**config.mk**
```make
export PLATFORM = sky130hd
export DESIGN_NAME = datapath_controller
export DESIGN_NICKNAME = d
export VERILOG_FILES = /design/src/rtl/datapath_pkg.sv /design/src/rtl/instr_decoder.sv /design/src/rtl/datapath_controller.sv
export SDC_FILE = /design/constraint.sdc
export NUM_CORES = 1
export LEC_CHECK = 0
export ABC_AREA = 1
export CAP_MARGIN = 20
export CORE_MARGIN = 4
export CORE_UTILIZATION = 40
export DETAILED_ROUTE_END_ITERATION = 7
export PLACE_DENSITY = 0.77
export SETUP_SLACK_MARGIN = 0.4
export SLEW_MARGIN = 20
export SYNTH_ARGS = -nofsm -noshare
export SYNTH_HDL_FRONTEND = slang
export SYNTH_HIERARCHICAL = 1
export SYNTH_SLANG_ARGS = --single-unit
```
**constraint.sdc**
```tcl
create_clock -name clk -period 1.4 [get_ports clk]
set_input_delay 0.21 -clock clk [delete_from_list [all_inputs] [get_ports clk]]
set_output_delay 0.21 -clock clk [all_outputs]
set_load 0.005 [all_outputs]
```
**src/rtl/datapath_pkg.sv**
```systemverilog
// Shared encodings, widths and state/class types for the 16-bit datapath controller.
package datapath_pkg;

  localparam int WIDTH  = 16;
  localparam int REGSEL = 3;

  localparam logic [2:0] OPC_MOV = 3'b110;
  localparam logic [2:0] OPC_ALU = 3'b101;

  localparam logic [1:0] OP_MOV_REG = 2'b00;
  localparam logic [1:0] OP_MOV_IMM = 2'b10;

  localparam logic [1:0] ALU_ADD = 2'b00;
  localparam logic [1:0] ALU_CMP = 2'b01;
  localparam logic [1:0] ALU_AND = 2'b10;
  localparam logic [1:0] ALU_MVN = 2'b11;

  typedef enum logic [2:0] {
    WAIT,
    DECODE,
    GETA,
    GETB,
    ALU,
    WREG,
    WIMM
  } state_t;

  typedef enum logic [2:0] {
    CLS_ILLEGAL,
    CLS_MOV_IMM,
    CLS_MOV_REG,
    CLS_ADD,
    CLS_CMP,
    CLS_AND,
    CLS_MVN
  } instr_class_t;

endpackage

```
**src/rtl/instr_decoder.sv**
```systemverilog
// Combinational split of the latched instruction word into register fields,
// sign-extended immediate and an instruction class.
module instr_decoder
  import datapath_pkg::*;
#(
  parameter int WIDTH  = datapath_pkg::WIDTH,
  parameter int REGSEL = datapath_pkg::REGSEL
) (
  input  logic [WIDTH-1:0]  ir,
  output logic [1:0]        op,
  output logic [REGSEL-1:0] rn,
  output logic [REGSEL-1:0] rd,
  output logic [REGSEL-1:0] rm,
  output logic [1:0]        sh,
  output logic [WIDTH-1:0]  imm_sext,
  output instr_class_t      cls,
  output logic              illegal
);

  logic [2:0] opcode;

  assign opcode   = ir[15:13];
  assign op       = ir[12:11];
  assign rn       = ir[10:8];
  assign rd       = ir[7:5];
  assign sh       = ir[4:3];
  assign rm       = ir[2:0];
  assign imm_sext = {{(WIDTH-8){ir[7]}}, ir[7:0]};

  // Only the six listed opcode/op pairs are legal; everything else falls to CLS_ILLEGAL.
  always_comb begin
    cls = CLS_ILLEGAL;
    case (opcode)
      OPC_MOV: begin
        if (op == OP_MOV_IMM)      cls = CLS_MOV_IMM;
        else if (op == OP_MOV_REG) cls = CLS_MOV_REG;
      end
      OPC_ALU: begin
        case (op)
          ALU_ADD: cls = CLS_ADD;
          ALU_CMP: cls = CLS_CMP;
          ALU_AND: cls = CLS_AND;
          ALU_MVN: cls = CLS_MVN;
          default: cls = CLS_ILLEGAL;
        endcase
      end
      default: cls = CLS_ILLEGAL;
    endcase
  end

  assign illegal = (cls == CLS_ILLEGAL);

endmodule

```
**src/rtl/datapath_controller.sv**
```systemverilog
// Moore controller: latches one instruction under the s/w handshake and
// sequences the datapath strobes; every output decodes from state and IR.
module datapath_controller
  import datapath_pkg::*;
#(
  parameter int WIDTH  = datapath_pkg::WIDTH,
  parameter int REGSEL = datapath_pkg::REGSEL
) (
  input  logic              clk,
  input  logic              reset_n,
  input  logic              s,
  input  logic [WIDTH-1:0]  instr,
  output logic              w,
  output logic              done,
  output logic              err,
  output logic [REGSEL-1:0] readnum,
  output logic [REGSEL-1:0] writenum,
  output logic              loada,
  output logic              loadb,
  output logic              loadc,
  output logic              loads,
  output logic              write,
  output logic              vsel,
  output logic              asel,
  output logic              bsel,
  output logic [1:0]        shift,
  output logic [1:0]        ALUop,
  output logic [WIDTH-1:0]  datapath_in
);

  state_t            state, state_next;
  logic [WIDTH-1:0]  ir;
  logic [1:0]        op;
  logic [REGSEL-1:0] rn, rd, rm;
  logic [1:0]        sh;
  logic [WIDTH-1:0]  imm_sext;
  instr_class_t      cls;
  logic              illegal;

  instr_decoder #(
    .WIDTH  (WIDTH),
    .REGSEL (REGSEL)
  ) u_decoder (
    .ir       (ir),
    .op       (op),
    .rn       (rn),
    .rd       (rd),
    .rm       (rm),
    .sh       (sh),
    .imm_sext (imm_sext),
    .cls      (cls),
    .illegal  (illegal)
  );

  // IR only loads on the accept edge, so s pulses mid-instruction cannot disturb it.
  always_ff @(posedge clk or negedge reset_n) begin
    if (!reset_n) begin
      state <= WAIT;
      ir    <= '0;
    end else begin
      state <= state_next;
      if (state == WAIT && s) ir <= instr;
    end
  end

  always_comb begin
    state_next  = state;
    w           = 1'b0;
    done        = 1'b0;
    err         = 1'b0;
    readnum     = '0;
    writenum    = '0;
    loada       = 1'b0;
    loadb       = 1'b0;
    loadc       = 1'b0;
    loads       = 1'b0;
    write       = 1'b0;
    vsel        = 1'b0;
    asel        = 1'b0;
    bsel        = 1'b0;
    shift       = 2'b00;
    ALUop       = 2'b00;
    datapath_in = '0;

    case (state)
      WAIT: begin
        w = 1'b1;
        if (s) state_next = DECODE;
      end
      DECODE: begin
        if (illegal) begin
          err        = 1'b1;
          state_next = WAIT;
        end else if (cls == CLS_MOV_IMM) begin
          state_next = WIMM;
        end else if (cls == CLS_MOV_REG || cls == CLS_MVN) begin
          state_next = GETB;
        end else begin
          state_next = GETA;
        end
      end
      GETA: begin
        readnum    = rn;
        loada      = 1'b1;
        state_next = GETB;
      end
      GETB: begin
        readnum    = rm;
        loadb      = 1'b1;
        state_next = ALU;
      end
      // MOV-reg passes B through the adder with a zeroed A operand.
      ALU: begin
        shift = sh;
        if (cls == CLS_MOV_REG) begin
          asel  = 1'b1;
          ALUop = ALU_ADD;
        end else begin
          ALUop = op;
        end
        if (cls == CLS_CMP) begin
          loads      = 1'b1;
          done       = 1'b1;
          state_next = WAIT;
        end else begin
          loadc      = 1'b1;
          state_next = WREG;
        end
      end
      WREG: begin
        writenum   = rd;
        write      = 1'b1;
        done       = 1'b1;
        state_next = WAIT;
      end
      WIMM: begin
        datapath_in = imm_sext;
        vsel        = 1'b1;
        writenum    = rn;
        write       = 1'b1;
        done        = 1'b1;
        state_next  = WAIT;
      end
      default: state_next = WAIT;
    endcase
  end

endmodule
```
* Word-level counts from Yosys, hierarchy flattened *
Cells that the tools add are included.
W data, S select, Z words.

word-level totals
  bits in registers = 19
  bits in latches = 0
  bits in writable memories = 0
  memory bits (read-only) = 0
  input port bits = 19
  output and inout bits = 37
  logic and storage cells = 54
  memories kept = 0

cells by class
  add/sub/neg operators = 0
  multiply operators = 0
  divide/modulo/power cells = 0
  $lt $le $gt $ge = 0
  equal/unequal tests = 16
  shift-type cells = 0
  muxes and demuxes = 30
  bitwise logic cells = 0
  reductions and logical operators = 6

operators by type and width
  cell                  number
  $eq A3 B3 Y1 const B  7
  $pmux W3 S2           3
  $mux W16              1
  $mux W3               5
  $pmux W3 S5           1
  $mux W1               14
  $pmux W3 S4           1
  $eq A3 B2 Y1 const B  3
  $mux W2               4
  $eq A3 B1 Y1 const B  2
  $logic_not A3 Y1      2
  $eq A2 B2 Y1 const B  2
  $eq A2 B1 Y1 const B  1
  $logic_not A2 Y1      1
  $ne A2 B2 Y1 const B  1
  $pmux W1 S2           1
  $reduce_or A2 Y1      1
  $logic_and A1 B1 Y1   1
  $logic_or A1 B1 Y1    1

* Depth between registers and ports, before layout *
Gate-level depths: netlist of run 1.

  depth in word-level cells = 10
  mapped depth = 11
  gate-level depth less buffers = 11

* Modules after synthesis *
The synthesis of run 1 kept the hierarchy.

by module, submodules not included
  module               instances  cells an instance  area an instance (um2)  sequential area each (um2)
  datapath_controller  1          173                1153.6                  475.5
  instr_decoder        1          46                 329.1                   0.0

* Worst setup path after synthesis of run 1 *
Ideal clock, no wire load.

  kind = reg2out
  start point = register ir[11]
  end point = output done
  arrival time = 1.322 ns
  required time = 1.190 ns
  setup slack = -0.132 ns
  cell stages (with the launch flop) = 8
  buffers on the path = 0
  cell sequence = dfrtp_1 inv_1 ha_1 o21ai_2 inv_1 nand3_1 nor2_1 or2_2

between the ends
  cells in the longest elaborated chain, start to end = 7
  elaborated cells between the ends (all ways) = 11
  classes of those cells = eq/ne: 4; mux: 6; reduce/logical: 1

ends and longest elaborated chain
  what                                                 line                        RTL
  start: declaration                                   datapath_controller.sv:32   logic [WIDTH-1:0] ir;
  start signal: assignment                             datapath_controller.sv:62   if (state == WAIT && s) ir <= instr;
  branches (longest 3 deep; another with $pmux W3 S4)  -
  $pmux W3 S2 *                                        instr_decoder.sv:33         case (opcode)
  named net cls[1]                                     datapath_controller.sv:37   instr_class_t cls;
  $eq A3 B3 Y1 *                                       datapath_controller.sv:121  if (cls == CLS_CMP) begin
  $mux W1 *                                            datapath_controller.sv:121
  $pmux W1 S2 *                                        datapath_controller.sv:85   case (state)
  end: declaration                                     datapath_controller.sv:14   output logic done,

Mark *: on every way through the listed nets, which the timed path passes.

* Worst setup path in the final report of run 1 *
  start point = register ir[12]
  end point = register state[0]

between the ends
  elaborated cells between the ends (all ways) = 19
  classes of those cells = eq/ne: 7; mux: 9; reduce/logical: 3

RTL lines
  what                                          line                                      RTL
  $eq A2 B2 Y1 (tied with other cells)          instr_decoder.sv:39                       case (op)
  $pmux W3 S4 or $mux W3 (tied branches)        instr_decoder.sv:39, instr_decoder.sv:35
  $pmux W3 S2 *                                 instr_decoder.sv:33
  named net cls[0]                              datapath_controller.sv:37
  $eq A3 B2 Y1 or $eq A3 B3 Y1 (tied branches)  datapath_controller.sv:96                 end else if (cls == CLS_MOV_REG || cls == CLS_MVN) begin
  $logic_or A1 B1 Y1                            datapath_controller.sv:96
  $mux W1                                       datapath_controller.sv:96
  $mux W3                                       datapath_controller.sv:94                 end else if (cls == CLS_MOV_IMM) begin
  $mux W3                                       datapath_controller.sv:91                 if (illegal) begin
  $pmux W3 S5 *                                 datapath_controller.sv:85
  end signal: assignment                        datapath_controller.sv:61                 state <= state_next;
  end: declaration                              datapath_controller.sv:31                 state_t state, state_next;

The timed path passes the listed nets; every way through them passes the cells marked *.
A chain may end at the register's enable or synchronous reset.

==> results of run 1 <==
==> kinds of logic (layout without fill, tap and decap cells) <==
group,after synthesis,in the layout,share of synthesized area
AND/OR/NAND/NOR,111,112,0.331
buffers and inverters,76,186,0.284
flip-flops,19,19,0.321
AO/OA/AOI/OAI,9,9,0.0371
adder cells (fa/ha/maj),3,3,0.0253
other,1,1,0.00253
==> path summary, 6_finish.rpt <==
kind	from	endpoint	slack, ps
worst max-delay path	ir[12]$_DFFE_PN0P_	state[0]$_DFFE_PN0P_	-870
worst min-delay path	reset_n	ir[9]$_DFFE_PN0P_	280
worst max register to register	ir[12]$_DFFE_PN0P_	state[0]$_DFFE_PN0P_	-870
worst min register to register	ir[9]$_DFFE_PN0P_	ir[9]$_DFFE_PN0P_	520
max in group asynchronous	reset_n	state[2]$_DFFE_PN0P_	870
min in group clk	instr[15]	ir[15]$_DFFE_PN0P_	500
==> layer usage <==
layer	track usage	share of wire
met5	0	0
met4	0.141	0.056
met3	0.0648	0.090
met2	0.455	0.50
met1	0.279	0.36
==> registers in the layout, indices dropped and copies added (netlist names) <==
| name | flops |
|---|---|
| ir | 16 |
| state | 3 |
==> cells in the mapped netlist <==
library cell | count | area [µm²]
ha_1 | 3 | 37.5
nor3_2 | 1 | 10.0
nor3_4 | 1 | 16.3
o21ai_2 | 1 | 8.76
o22ai_1 | 3 | 18.8
nand2_2 | 1 | 6.26
clkbuf_1 | 1 | 3.75
nor4_1 | 1 | 6.26
nor2_2 | 2 | 12.5
dfrtp_1 | 19 | 475
nor2_1 | 27 | 101
buf_6 | 2 | 22.5
nand2_4 | 1 | 11.3
buf_4 | 31 | 233
nand2_1 | 50 | 188
o211ai_1 | 1 | 7.51
nand3_1 | 22 | 110
nand4_1 | 2 | 12.5
inv_1 | 39 | 146
conb_1 | 1 | 3.75
o21ai_0 | 4 | 20.0
nor3_1 | 2 | 10.0
or2_2 | 1 | 6.26
buf_2 | 3 | 15.0
==> power breakdown <==
part / switching [mW] / leakage [nW] / internal, mW / total (mW)
logic: 2.45 / 1.32 / 2.42 / 4.87
clock network: 0.207 / 0.0255 / 0.198 / 0.405
registers: 0.372 / 0.234 / 0.822 / 1.19
==> worst max-delay path: cells and delay by family (launching register included) <==
| kind | cells | cell delay [ps] |
|---|---|---|
| and+or+nand+nor | 5 | 520 |
| adders and majority gates | 1 | 160 |
| buffers and inverters | 9 | 790 |
| DFF | 1 | 420 |
| AOI/OAI and AO/OA | 1 | 240 |
==> per-stage QoR <==
step                total power [mW]  TNS [ps]   util  std cells  worst slack [ps]
global route                    6.76    -25060  0.894        376              -963
finish                          6.47    -22300  0.894        376              -871
floorplan                       2.81      -116      -        219             -82.3
detailed placement              3.24    -14990  0.592        305              -594
CTS                             4.94    -12670  0.766        360              -649
global placement                3.17    -14490  0.592        305              -565
==> repair_timing <==
action,in CTS,in global routing
setup endpoints to repair,55,55
pin swaps,27,24
gates resized for setup,235,85
setup buffers,48,16
cloned,3,0
==> layout make-up <==
| class | instances | share of cell area |
|---|---|---|
| clock buffer | 3 | 0.0133 |
| clock inverter | 1 | 0.00161 |
| inverter | 39 | 0.0504 |
| multi-input combinational | 125 | 0.345 |
| sequential | 19 | 0.154 |
| tap | 46 | 0.0186 |
| timing repair buffer | 143 | 0.417 |
==> results.toml, run 1 <==
[outcome]
violations = "negative setup slack"
outcome = "finished, violations left"

[cts]
clk_pin_slew_ps = 80
cts.sinks = 19
hold_buffers = 0
insertion_delay_ps = 260
clock_path_buffers = 2
h-tree-depth = 1
cts_buffers = 3
root_buffer = "clkbuf_8"
cts_tree = "yes"

[yosys]
synthCells = 219
synth_cell_type_count = 24
synth_seq_cells = 19
synth_seq_area_share = 0.321
ys_warn_count = 6
avgSynthCellArea_um2 = 6.77
synthesis.area_um2 = 1480
synth_nets = 241

[finish]
mostFrequentLayoutCells = "buf_6 (57), buf_4 (34), buf_2 (31), inv_1 (28), nand2_2 (21)"
final_design_area_no_fill_um2 = 3100
regArea_um2 = 478
area_growth_pct = 109
n_fill_cell = 151
final_common_cell = "buf_6"
diodes = 0
multi_input_area_um2 = 1070
nets = 353
drive_gt1_frac = 0.688

[pwr]
p_leak_nw = 1.58
p_per_area_nw_per_um2 = 2090
ir_drop_mv = 1.33

[die]
io_pins = 56
die_h_um = 68.9
initial_utilization = 0.427
die_area_um2 = 4740
die_w_um = 68.9
rows = 21
core_area_um2 = 3470

[drt]
drtAntennaViolNets = 0
firstDrtPassIters = 6
detail_route.iter0.violations = 92
avgViaCountPerCell = 5.23
num_vias = 1967
drt_wl_total_um = 7580
wl_per_cell_um = 20.2
drc = 0

[worst_setup_path]
path_class = "reg2reg"
rr_worst_depth = 16
required_ps = 1550
crit_path_frequent_cell = "buf_6"
cp.arrival_ps = 2420
cp_max_fo = 3
worstPathCellList = "inv_2 > ha_4 > o211ai_1 > nand2_1 > buf_4 > inv_4 > nand3_2 > nand2_2 > buf_6 > buf_6 > buf_6 > buf_6 > buf_6 > nand3_2 > nand2_1 > inv_1"
crit_path_end_kind = "register"
cpMaxStageDelayCell = "dfrtp_1"
crit_path_start_kind = "register"
cpPeakStageDelay_ps = 420

[global_routing]
grt_pass1_vias = 1913
grt_first_pass_wirelength_um = 8960
grt_overflow_total = 0
grt_antenna_before_repair = 0
grt_max_degree = 20
grt_usage = 0.258

[job]
maxCapViolations = 0

[min_path]
min_path_type = "in2async"

[sta]
finalWorstSetupSlack_ps = -871
fin_crit_sh = 1.62
hold_violations = 0
rsz0062_at_grt = "true"
whs_ps = 283
maxSlewViolCount = 0
setup_viol = 55
skew_ps = 2.06
max_freq_mhz = 440
finalCriticalPeriod_ps = 2270

[placement]
port-buffer-count = 54
placedInstanceArea_um2 = 2050
routabilityCongestion = 0.835
hpwl_um = 2810
Note: power is estimated with default switching activity, not from simulation.
==> run 2: changes to the inputs <==
Settings changed: SKIP_CTS_REPAIR_TIMING set to 1.
==> results.toml, run 2 (synthesis gave the netlist of run 1 again) <==
[outcome]
outcome = "finished, violations left"
violations = "negative setup slack"

[drt]
drc = 0
detailroute.wirelength.met3_um = 336
firstDrtPassIters = 4
num_vias = 1516
drt_wl_total_um = 4240
drtAntennaViolNets = 0
dr_wl_met2_um = 2150
wl_per_cell_um = 13.3
detail_route.iter0.violations = 85
avgViaCountPerCell = 4.74
drt-met1-wl_um = 1730
highest_layer = "met4"

[finish]
regArea_um2 = 478
drive_gt1_frac = 0.442
n_fill_cell = 262
final_cell_count_no_fill = 320
nets = 297
largestRegisters = "ir: 16 flops, state: 3 flops"
diodes = 0
area_growth_pct = 63.7
largest_register_ffs = 16
mostFrequentLayoutCells = "inv_1 (29), nand2_1 (29), clkdlybuf4s50_1 (28), nand2_2 (21), buf_4 (20)"
multi_input_area_um2 = 865
regMostFlops = "ir"

[global_routing]
grt_pass1_vias = 1306
grt_first_pass_wirelength_um = 5580
grt_max_degree = 20
grt_usage = 0.154
grt_antenna_before_repair = 0
grt_overflow_total = 0

[die]
rows = 21
io_pins = 56
die_w_um = 68.9
die_area_um2 = 4740
die_h_um = 68.9
initial_utilization = 0.427
core_area_um2 = 3470

[cts]
root_buffer = "clkbuf_8"
clock_path_buffers = 2
clk_pin_slew_ps = 80
cts_tree = "yes"
cts_buffers = 3
h-tree-depth = 1
insertion_delay_ps = 260
cts.sinks = 19

[placement]
hpwl_um = 2810
dp_cells = 305
dp_slack_ps = -594
routabilityCongestion = 0.835
port-buffer-count = 54

[job]
maxCapViolations = 0

[sta]
max_freq_mhz = 530
skew_ps = 8.32
finalCriticalPeriod_ps = 1890
maxSlewViolCount = 0
fin_crit_sh = 1.35
setup_viol = 54
rsz0062_at_grt = "true"
finalWorstSetupSlack_ps = -487
hold_violations = 0

[worst_setup_path]
cpMaxStageDelayCell = "dfrtp_1"
crit_path_start_kind = "register"
worstPathCellList = "inv_2 > ha_4 > nand4_1 > o21ai_2 > inv_2 > nand3_4 > nor2_4 > or2_4 > buf_6"
cp_max_fo = 3
crit_path_end_kind = "output port"
crit_path_frequent_cell = "inv_2"
cp.arrival_ps = 1680
required_ps = 1190
path_class = "reg2out"
cpPeakStageDelay_ps = 430

[pwr]
p_per_area_nw_per_um2 = 1880
p_leak_nw = 1.35
ir_drop_mv = 1.32

[min_path]
min_path_type = "in2async"
==> run 2: worst paths after layout <==
| kind | end | cells past startpoint | slack, ps | startpoint |
|---|---|---|---|---|
| max in group asynchronous | state[2]$_DFFE_PN0P_ | 2 | 880 | reset_n |
| hold / removal | ir[9]$_DFFE_PN0P_ | 2 | 280 | reset_n |
| setup reg to reg | state[0]$_DFFE_PN0P_ | 12 | -210 | ir[12]$_DFFE_PN0P_ |
| min in group clk | ir[9]$_DFFE_PN0P_ | 3 | 490 | instr[9] |
| hold reg to reg | ir[9]$_DFFE_PN0P_ | 2 | 500 | ir[9]$_DFFE_PN0P_ |
| setup / recovery | done | 9 | -490 | ir[12]$_DFFE_PN0P_ |
==> run 2: where the power goes <==
part / leakage, nW / internal (mW) / switching (mW)
Clock: 0.0255 / 0.198 / 0.196
Combinational: 1.09 / 1.46 / 1.57
Sequential: 0.234 / 0.823 / 0.322
Total: 1.35 / 2.48 / 2.09
==> run 2: cell type report <==
cell class | count | share of cell area
clock buffer | 3 | 0.0170
clock inverter | 1 | 0.00206
inverter | 39 | 0.0634
multi-input combinational | 125 | 0.356
sequential | 19 | 0.197
tap | 46 | 0.0237
timing repair buffer | 87 | 0.341
==> run 2: per-stage QoR <==
stage	power [mW]	hold WS (ps)	util	cell area [µm²]	TNS, ps
2_1_floorplan	2.81	-85.6	-	1540	-116
3_3_place_gp	3.17	455	0.592	2050	-14490
3_5_place_dp	3.24	468	0.592	2050	-14990
4_1_cts	3.63	290	0.605	2100	-25760
5_1_grt	4.91	306	0.700	2430	-15730
6_report	4.57	277	0.700	2430	-11960
==> run 2: critical path: cells and delay by family, from the launching register on <==
kind / cells / cell delay (ps)
AND/OR/NAND/NOR: 4 / 450
AO/OA/AOI/OAI: 1 / 130
buffers and inverters: 3 / 290
adder cells (fa/ha/maj): 1 / 120
flip-flops: 1 / 430
==> run 2: layer usage <==
metal  vias up  track usage
met5         -            0
met4         0       0.0462
met3         4       0.0259
met2        77        0.265
met1       690        0.197
li1        745            -
